==> src/rtl/lc3b_types.sv <==
// Shared LC-3b datapath types used by the register-file writeback path.
package lc3b_types;
   typedef logic [15:0] lc3b_word;
   typedef logic [2:0]  lc3b_reg;
endpackage

==> src/rtl/regfile_wb_queue.sv <==
// Writeback queue in front of the register-file write port: buffers writebacks
// while the port is stalled and forwards the youngest pending value to decode.
module regfile_wb_queue
   import lc3b_types::*;
#(
   parameter int DEPTH = 4
) (
   input  logic                     clk,
   input  logic                     reset,
   input  logic                     enq_valid,
   output logic                     enq_ready,
   input  lc3b_reg                  enq_dest,
   input  lc3b_word                 enq_data,
   input  logic                     wb_stall,
   output logic                     wb_load,
   output lc3b_reg                  wb_dest,
   output lc3b_word                 wb_data,
   input  lc3b_reg                  lookup_a,
   input  lc3b_reg                  lookup_b,
   output logic                     hit_a,
   output logic                     hit_b,
   output lc3b_word                 fwd_a,
   output lc3b_word                 fwd_b,
   output logic [$clog2(DEPTH):0]   count
);

   localparam int PW = $clog2(DEPTH);
   localparam int CW = PW + 1;

   lc3b_reg           r_dest [DEPTH];
   lc3b_word          r_data [DEPTH];
   logic [PW-1:0]     r_head;
   logic [PW-1:0]     r_tail;
   logic [CW-1:0]     r_count;

   logic              w_enq;
   logic              w_pop;
   logic              w_nonempty;

   assign w_nonempty = (r_count != '0);
   // Ready looks only at the registered count: a full queue never accepts,
   // even when the head is draining in the same cycle.
   assign enq_ready  = (r_count < CW'(DEPTH));
   assign w_enq      = enq_valid && enq_ready;
   assign wb_load    = w_nonempty && !wb_stall;
   assign w_pop      = wb_load;
   assign wb_dest    = w_nonempty ? r_dest[r_head] : '0;
   assign wb_data    = w_nonempty ? r_data[r_head] : '0;
   assign count      = r_count;

   // Walk entries oldest to youngest so the last match (youngest) wins.
   always_comb begin
      hit_a = 1'b0;
      hit_b = 1'b0;
      fwd_a = '0;
      fwd_b = '0;
      for (int i = 0; i < DEPTH; i++) begin
         if (CW'(i) < r_count) begin
            if (r_dest[r_head + PW'(i)] == lookup_a) begin
               hit_a = 1'b1;
               fwd_a = r_data[r_head + PW'(i)];
            end
            if (r_dest[r_head + PW'(i)] == lookup_b) begin
               hit_b = 1'b1;
               fwd_b = r_data[r_head + PW'(i)];
            end
         end
      end
   end

   always_ff @(posedge clk) begin
      if (reset) begin
         r_head  <= '0;
         r_tail  <= '0;
         r_count <= '0;
      end else begin
         if (w_enq) begin
            r_dest[r_tail] <= enq_dest;
            r_data[r_tail] <= enq_data;
            r_tail         <= r_tail + PW'(1);
         end
         if (w_pop) begin
            r_head <= r_head + PW'(1);
         end
         case ({w_enq, w_pop})
            2'b10:   r_count <= r_count + CW'(1);
            2'b01:   r_count <= r_count - CW'(1);
            default: r_count <= r_count;
         endcase
      end
   end

endmodule

==> config.mk <==
export PLATFORM = sky130hd
export DESIGN_NAME = regfile_wb_queue
export DESIGN_NICKNAME = d
export VERILOG_FILES = /design/src/rtl/lc3b_types.sv /design/src/rtl/regfile_wb_queue.sv
export SDC_FILE = /design/constraint.sdc
export NUM_CORES = 1
export LEC_CHECK = 0
export ABC_CLOCK_PERIOD_IN_PS = 2650
export BUFFER_PORTS_ARGS = -buffer_cell sky130_fd_sc_hd__buf_2
export CAP_MARGIN = 20
export CORE_ASPECT_RATIO = 2
export CORE_MARGIN = 5
export CORE_UTILIZATION = 40
export DETAILED_ROUTE_END_ITERATION = 10
export PLACE_DENSITY = 0.59
export SYNTH_ARGS = -nofsm -noshare
export SYNTH_HDL_FRONTEND = slang
export SYNTH_SLANG_ARGS = --single-unit
==> constraint.sdc <==
create_clock -name clk -period 2.65 [get_ports clk]
set_input_delay 0.6625 -clock clk [delete_from_list [all_inputs] [get_ports clk]]
set_output_delay 0.6625 -clock clk [all_outputs]
set_load 0.05 [all_outputs]
=== Word-level counts from Yosys, hierarchy flattened ===
Memory sizes are Yosys's and may differ from the RTL's. A register that Yosys moved wholly into a read port is not among the register bits.
Index checks and enable logic that the tools add are counted.

* Flip-flop bits (word level): 7
* Bits in writable memories: 76
* Logic and storage cells: 73
* Memories: 2

{| class="wikitable"
|+ Memories
! memory !! words !! width !! rd ports !! clocked after Yosys merged registers in !! wr ports !! RTL line !! source
|-
| r_data || 4 || 16 || 4 || 1 || 1 || regfile_wb_queue.sv:31 || <nowiki>lc3b_word r_data [DEPTH];</nowiki>
|-
| r_dest || 4 || 3 || 4 || 1 || 1 || regfile_wb_queue.sv:30 || <nowiki>lc3b_reg r_dest [DEPTH];</nowiki>
|}

* Add/subtract/negate cells: 6
* Magnitude comparators: 5
* Equality and inequality tests: 10
* Muxes and demuxes: 42
* Reduce and logical (&&, ||, !) cells: 5

{| class="wikitable"
|+ Operators by type and width
! kind !! number
|-
| 16-bit 2-to-1 mux || 17
|-
| 3-bit == test || 8
|-
| 1-bit 2-to-1 mux || 19
|-
| 2-bit 2-to-1 mux || 4
|-
| 1-bit by 3-bit less-than comparator with 1-bit output (first input constant) || 2
|-
| 2-bit by 3-bit less-than comparator with 1-bit output (first input constant) || 2
|-
| 3-bit one-hot mux with 2 select lines || 1
|-
| 2-bit by 1-bit adder with 2-bit output (second input constant) || 2
|-
| 2-bit adder (second input constant) || 2
|-
| 3-bit by 1-bit adder with 3-bit output (second input constant) || 1
|-
| 3-bit less-than comparator (second input constant) || 1
|-
| 3-bit 2-to-1 mux || 1
|-
| 3-bit nonzero test || 1
|-
| 3-bit by 1-bit subtractor with 3-bit output (second input constant) || 1
|-
| 2-bit by 1-bit == test with 1-bit output (second input constant) || 1
|-
| 2-bit == test (second input constant) || 1
|-
| 1-bit logical AND || 2
|-
| 2-bit nonzero test || 1
|-
| 1-bit logical NOT || 1
|}

=== Depth between registers and ports, before layout ===
* Word-level depth: 9
* Depth in mapped cells: 9
* Mapped depth without buffers: 7

=== Least setup slack after synthesis ===
Ideal clock, no wire load.

* Path type: reg-to-output
* Start point: register r_head[1]
* End point: output port fwd_a[10]
* Arrival: 2549 ps
* Data required time: 1987 ps
* Path slack: -562 ps
* Stages on the path, launching flop included: 7
* Buffers on the path: 2
* Cell sequence: dfxtp_1 > buf_2 > mux4_2 > xnor2_1 > nand4_1 > clkbuf_1 > o2bb2ai_1

* Word-level cells in the longest chain between the ends: 9
* Elaborated cells on any way between the ends: 14
* Classes of those cells: add/sub: 3; eq/ne: 3; mux: 6; memory: 2

{| class="wikitable"
|+ RTL lines
! element !! RTL line !! source
|-
| from (decl) || regfile_wb_queue.sv:32 || <nowiki>logic [PW-1:0] r_head;</nowiki>
|-
| from (signal assigned) || regfile_wb_queue.sv:83 || <nowiki>r_head <= r_head + PW'(1);</nowiki>
|-
| 2-bit by 1-bit adder with 2-bit output || regfile_wb_queue.sv:59, regfile_wb_queue.sv:61 ||
|-
| memory read 4 x 3 bit || - ||
|-
| 3-bit == test || regfile_wb_queue.sv:59 || <nowiki>if (r_dest[r_head + PW'(i)] == lookup_a) begin</nowiki>
|-
| 16-bit 2-to-1 mux || regfile_wb_queue.sv:59 ||
|-
| 16-bit 2-to-1 mux || regfile_wb_queue.sv:58 || <nowiki>if (CW'(i) < r_count) begin</nowiki>
|-
| 16-bit 2-to-1 mux || regfile_wb_queue.sv:59 ||
|-
| 16-bit 2-to-1 mux || regfile_wb_queue.sv:58 ||
|-
| 16-bit 2-to-1 mux || regfile_wb_queue.sv:59 ||
|-
| 16-bit 2-to-1 mux * || regfile_wb_queue.sv:58 ||
|-
| to (decl) || regfile_wb_queue.sv:22 || <nowiki>output lc3b_word fwd_a,</nowiki>
|}

Mark *: on every way between the ends. The rest lies on a longest branch, timed or not.

=== Worst setup path in the final report ===
* Start point: register r_head[0]
* End point: output port fwd_b[4]

* Word-level cells in the longest chain between the ends: 9
* Elaborated cells on any way between the ends: 14
* Classes of those cells: add/sub: 3; eq/ne: 3; mux: 6; memory: 2

{| class="wikitable"
|+ RTL lines
! element !! RTL line !! source
|-
| 2-bit by 1-bit adder with 2-bit output || regfile_wb_queue.sv:63, regfile_wb_queue.sv:65 ||
|-
| memory read 4 x 3 bit || - ||
|-
| 3-bit == test || regfile_wb_queue.sv:63 || <nowiki>if (r_dest[r_head + PW'(i)] == lookup_b) begin</nowiki>
|-
| 16-bit 2-to-1 mux || regfile_wb_queue.sv:63 ||
|-
| 16-bit 2-to-1 mux || regfile_wb_queue.sv:58 ||
|-
| 16-bit 2-to-1 mux || regfile_wb_queue.sv:63 ||
|-
| 16-bit 2-to-1 mux || regfile_wb_queue.sv:58 ||
|-
| 16-bit 2-to-1 mux || regfile_wb_queue.sv:63 ||
|-
| 16-bit 2-to-1 mux * || regfile_wb_queue.sv:58 ||
|-
| to (decl) || regfile_wb_queue.sv:23 || <nowiki>output lc3b_word fwd_b,</nowiki>
|}

Marked as above.

==> impl_results.md <==
* Tmin final at roughly 3.2 ns
* Leading register cell type out of synthesis: edfxtp_1
* Area used by multi-input combinational logic at between 4000 and 5000 µm²
* Peak VDD IR at around 0.44 mV
* Initial antenna violation count at 0
* Top-count cell post-synth: edfxtp_1
* Routed len/inst at 24.2 µm
* Final nets at 755
* Most frequent cells after synthesis: edfxtp_1, nand4_1, mux4_2
* Global routing usage summed across all routing layers at 21.9%
* Post-Route Setup TNS at -17.20 ns
* Vias in the first global route at 5951
* Detailed-routed wire length on met3 at 962 µm
* Highest achievable clock rate at about 310 MHz
* Drt via density at between 6 and 7
* Routed wire length at approximately 22000 µm
* Clock skew at 0.00603 ns
* Count of unresolved DRC violations after routing at 0
* R2r endpoint: count[2]
* Detailed-route via count at approximately 6000
* Part of the Yosys area used for sequential elements at ~36%
* Total of buffers placed on input and output ports at 86
* Routed Antenna Nets at 0
* Class of the tightest hold or removal check: reg -> reg
* Half-perimeter wire length after placement at between 15000 and 20000 µm
* Worst-case reg-to-reg path depth at 7
* Max-cap violations at 0
* Result of the run: finished, violations left
* Number of synthesis warnings at 0
* Final worst-path setup slack at -0.567 ns
* Critical path start-end classification: reg -> out
* Effective utilization at floorplan at 40.4%
* Final hold violations at 0
* Gate count of the mapped netlist at 585
* P_leak at ~3.5 nW
* Failing checks: negative setup slack
* Delay of the slowest critical-path stage at around 0.55 ns
* Power per Cell Area at between 1000 and 1500 nW/µm²
* Area share of the largest cell type after synthesis at roughly 34%
* Average instance area after synthesis at approximately 12 µm²
* Count of hold buffers inserted by post-cts repair at 0
* Max Transition Viols Final at 0
* Post-Syn Nets at ~620
* Number of storage elements in the synthesis netlist at between 80 and 90
* FFs w/ async S/R, synth at 0%
* Filler cell count at 1351
* Measured slew at the worst slew-check pin at about 0.64 ns
* Iter 0 DRT Violations at between 300 and 400
* Library cell used as clock root buffer: clkbuf_16
* Hold Crit Start: count[2]
* Register cell area after layout at 2480 µm²
* Yosys top cell by area: edfxtp_1
* Area overhead of the layout relative to synthesis at 45.9%
* Worst r2r src: count[0]
* Maximum number of pins on one net before global-route repair at between 50 and 60
* Cell Area, Placed at around 8500 µm²
* Die Outline Area at roughly 20000 µm²
* TritonCTS clock tree: done
* Slack of the worst reg-to-reg path at roughly 0.72 ns
* Number of clock buffers inserted by TritonCTS at 9
* Cell depth of the worst min-delay path at 2
* CP max stage cell: mux4_2
* Rows at 67
* Critical path endpoint category: output port
* Worst slew margin at 57.2%
* Total power draw at 10.5 mW
* Critical Path RT at between 1.5 and 2 ns
* Final design instance area without fill at just under 10000 µm²
* Inserted Diodes at 0
* Fraction of final layout cells with drive strength greater than 1 at between 50% and 60%
* Unrepaired setup endpoints after global routing: yes
* Cells traversed along the worst timing path: buf_4 > mux4_2 > xnor2_2 > and4_4 > clkbuf_16 > a21oi_2 > o2bb2ai_2 > buf_6
* Highest metal layer used by the detailed router: met4
* Clk Latency, worst-skew pair at roughly 0.34 ns
* Number of detailed-route iterations in the first pass at 5
* Die Wd at ~100 µm
* Arrival @ worst endpoint at 2.55 ns
* Crit start category: register
* Global-route wire length before repair at roughly 34000 µm
* Final Wtd Congestion at around 0.89
* Met2 routed wirelength at ~12000 µm
* Number of clock sinks at 85
* Netlist area before placement at about 6800 µm²
* Critical-path maximum fanout at 8
* Min-Delay Endpoint: count[2]
* Number of distinct library cell variants in the gate-level netlist after synthesis at 34
* Congestion Overflow GR at 0
* Top area cells in the synthesized netlist: edfxtp_1, mux4_2, nand4_1, mux2_2, mux2i_1
* Routed met1 length at 8480 µm
* Core area at 16800 µm²
* CTS H-tree lvls at 3
* Number of top-level pins at 87
* Die boundary height at between 150 and 200 µm
* Final setup violation count at 39
* Fraction of the cycle the final worst path needs at 121%
* Number of buffers on the longest clock path at 2
* Clock-pin slew on the worst setup and hold paths at roughly 0.06 ns
* Number of enable flip-flop cells after synthesis at between 70 and 80
==> registers in the layout, summed over array words and instances (netlist names), named ones only <==
name / count
r_dest: 12
r_data: 64
r_tail: 2
r_head: 2
count: 3
==> how the worst max path moves through the flow <==
stage / start / endpoint / slack [ns] / cells after the start
4_1_cts: r_head[0] / fwd_a[2] / -0.54 / 7
6_report: r_head[0] / fwd_b[4] / -0.57 / 8
3_3_place_gp: register / fwd_a[3] / -0.29 / 7
5_1_grt: r_head[0] / fwd_b[4] / -0.64 / 8
2_1_floorplan: r_head[0] / fwd_a[5] / -0.22 / 7
3_5_place_dp: register / fwd_a[3] / -0.27 / 7
==> cell families (layout without fill, tap and decap cells) <==
group                      count (synthesis)  after routing  share of synthesized area (%)
muxes                                    109            109                           24.9
and+or+nand+nor                          150            150                           12.9
buffers and inverters                     68            205                           5.07
adders and majority gates                  9              9                           1.66
xor gates and xnor gates                  29             29                           4.19
DFF                                       85             85                           36.3
AOI/OAI and AO/OA                        135            135                           15.0
==> cells in the final DEF (no fill, tap or decap), drive strengths merged <==
master,count
a211oi,1
a21boi,16
a21oi,35
and2,39
and4,6
buf,176
bufbuf,2
clkbuf,15
clkinv,1
clkinvlp,1
dfxtp,9
edfxtp,76
ha,9
inv,10
mux2,32
mux2i,33
mux4,44
nand2,19
nand3,2
nand4,70
nor2,11
nor2b,1
o211ai,32
o21ai,18
o21bai,1
o2bb2ai,32
or3,2
xnor2,26
xor2,3
==> cell type report <==
cell class / count / share of cell area [%]
tap: 207 / 2.62
multi-input combinational: 432 / 48.9
clock inverter: 6 / 0.443
timing repair buffer: 183 / 20.3
inverter: 6 / 0.228
clock buffer: 10 / 2.42
sequential: 85 / 25.1
==> power by group <==
part           leakage (nW)  total (mW)  switching, mW  internal (mW)
Clock                 0.140        1.18          0.509          0.666
Combinational          2.58        7.64           4.30           3.35
Sequential            0.768        1.70          0.117           1.59
==> metal layers <==
| metal | track usage [%] | vias to the layer above |
|---|---|---|
| li1 | - | 2607 |
| met1 | 27.2 | 2932 |
| met2 | 38.5 | 239 |
| met3 | 2.70 | 56 |
| met4 | 7.06 | 0 |
| met5 | 0 | - |
==> repair_timing <==
action	4_1_cts	5_1_grt
endpoints found under the setup margin	50	53
pin swaps	14	12
setup buffers	7	9
gates cloned	4	5
gates resized for setup	145	73
endpoints found under the hold margin	0	0
==> worst max-delay path: cells and delay by family (launching register included) <==
family	cells	cell delay, ns
XOR/XNOR	1	0.17
AND/OR/NAND/NOR	1	0.23
flip-flops	1	0.41
multiplexers	1	0.55
AO/OA/AOI/OAI	2	0.34
buffers and inverters	3	0.50
==> metrics by stage <==
| step | hold slack, ns | util, % | worst slack [ns] | std cells |
|---|---|---|---|---|
| floorplan | 0.538 | - | -0.217 | 585 |
| global placement | 0.515 | 50.5 | -0.292 | 892 |
| detailed placement | 0.519 | 50.5 | -0.267 | 892 |
| CTS | 0.528 | 56.0 | -0.536 | 917 |
| global route | 0.538 | 59.0 | -0.635 | 929 |
| finish | 0.537 | 59.0 | -0.567 | 929 |
(Power assumes the default switching activity.)
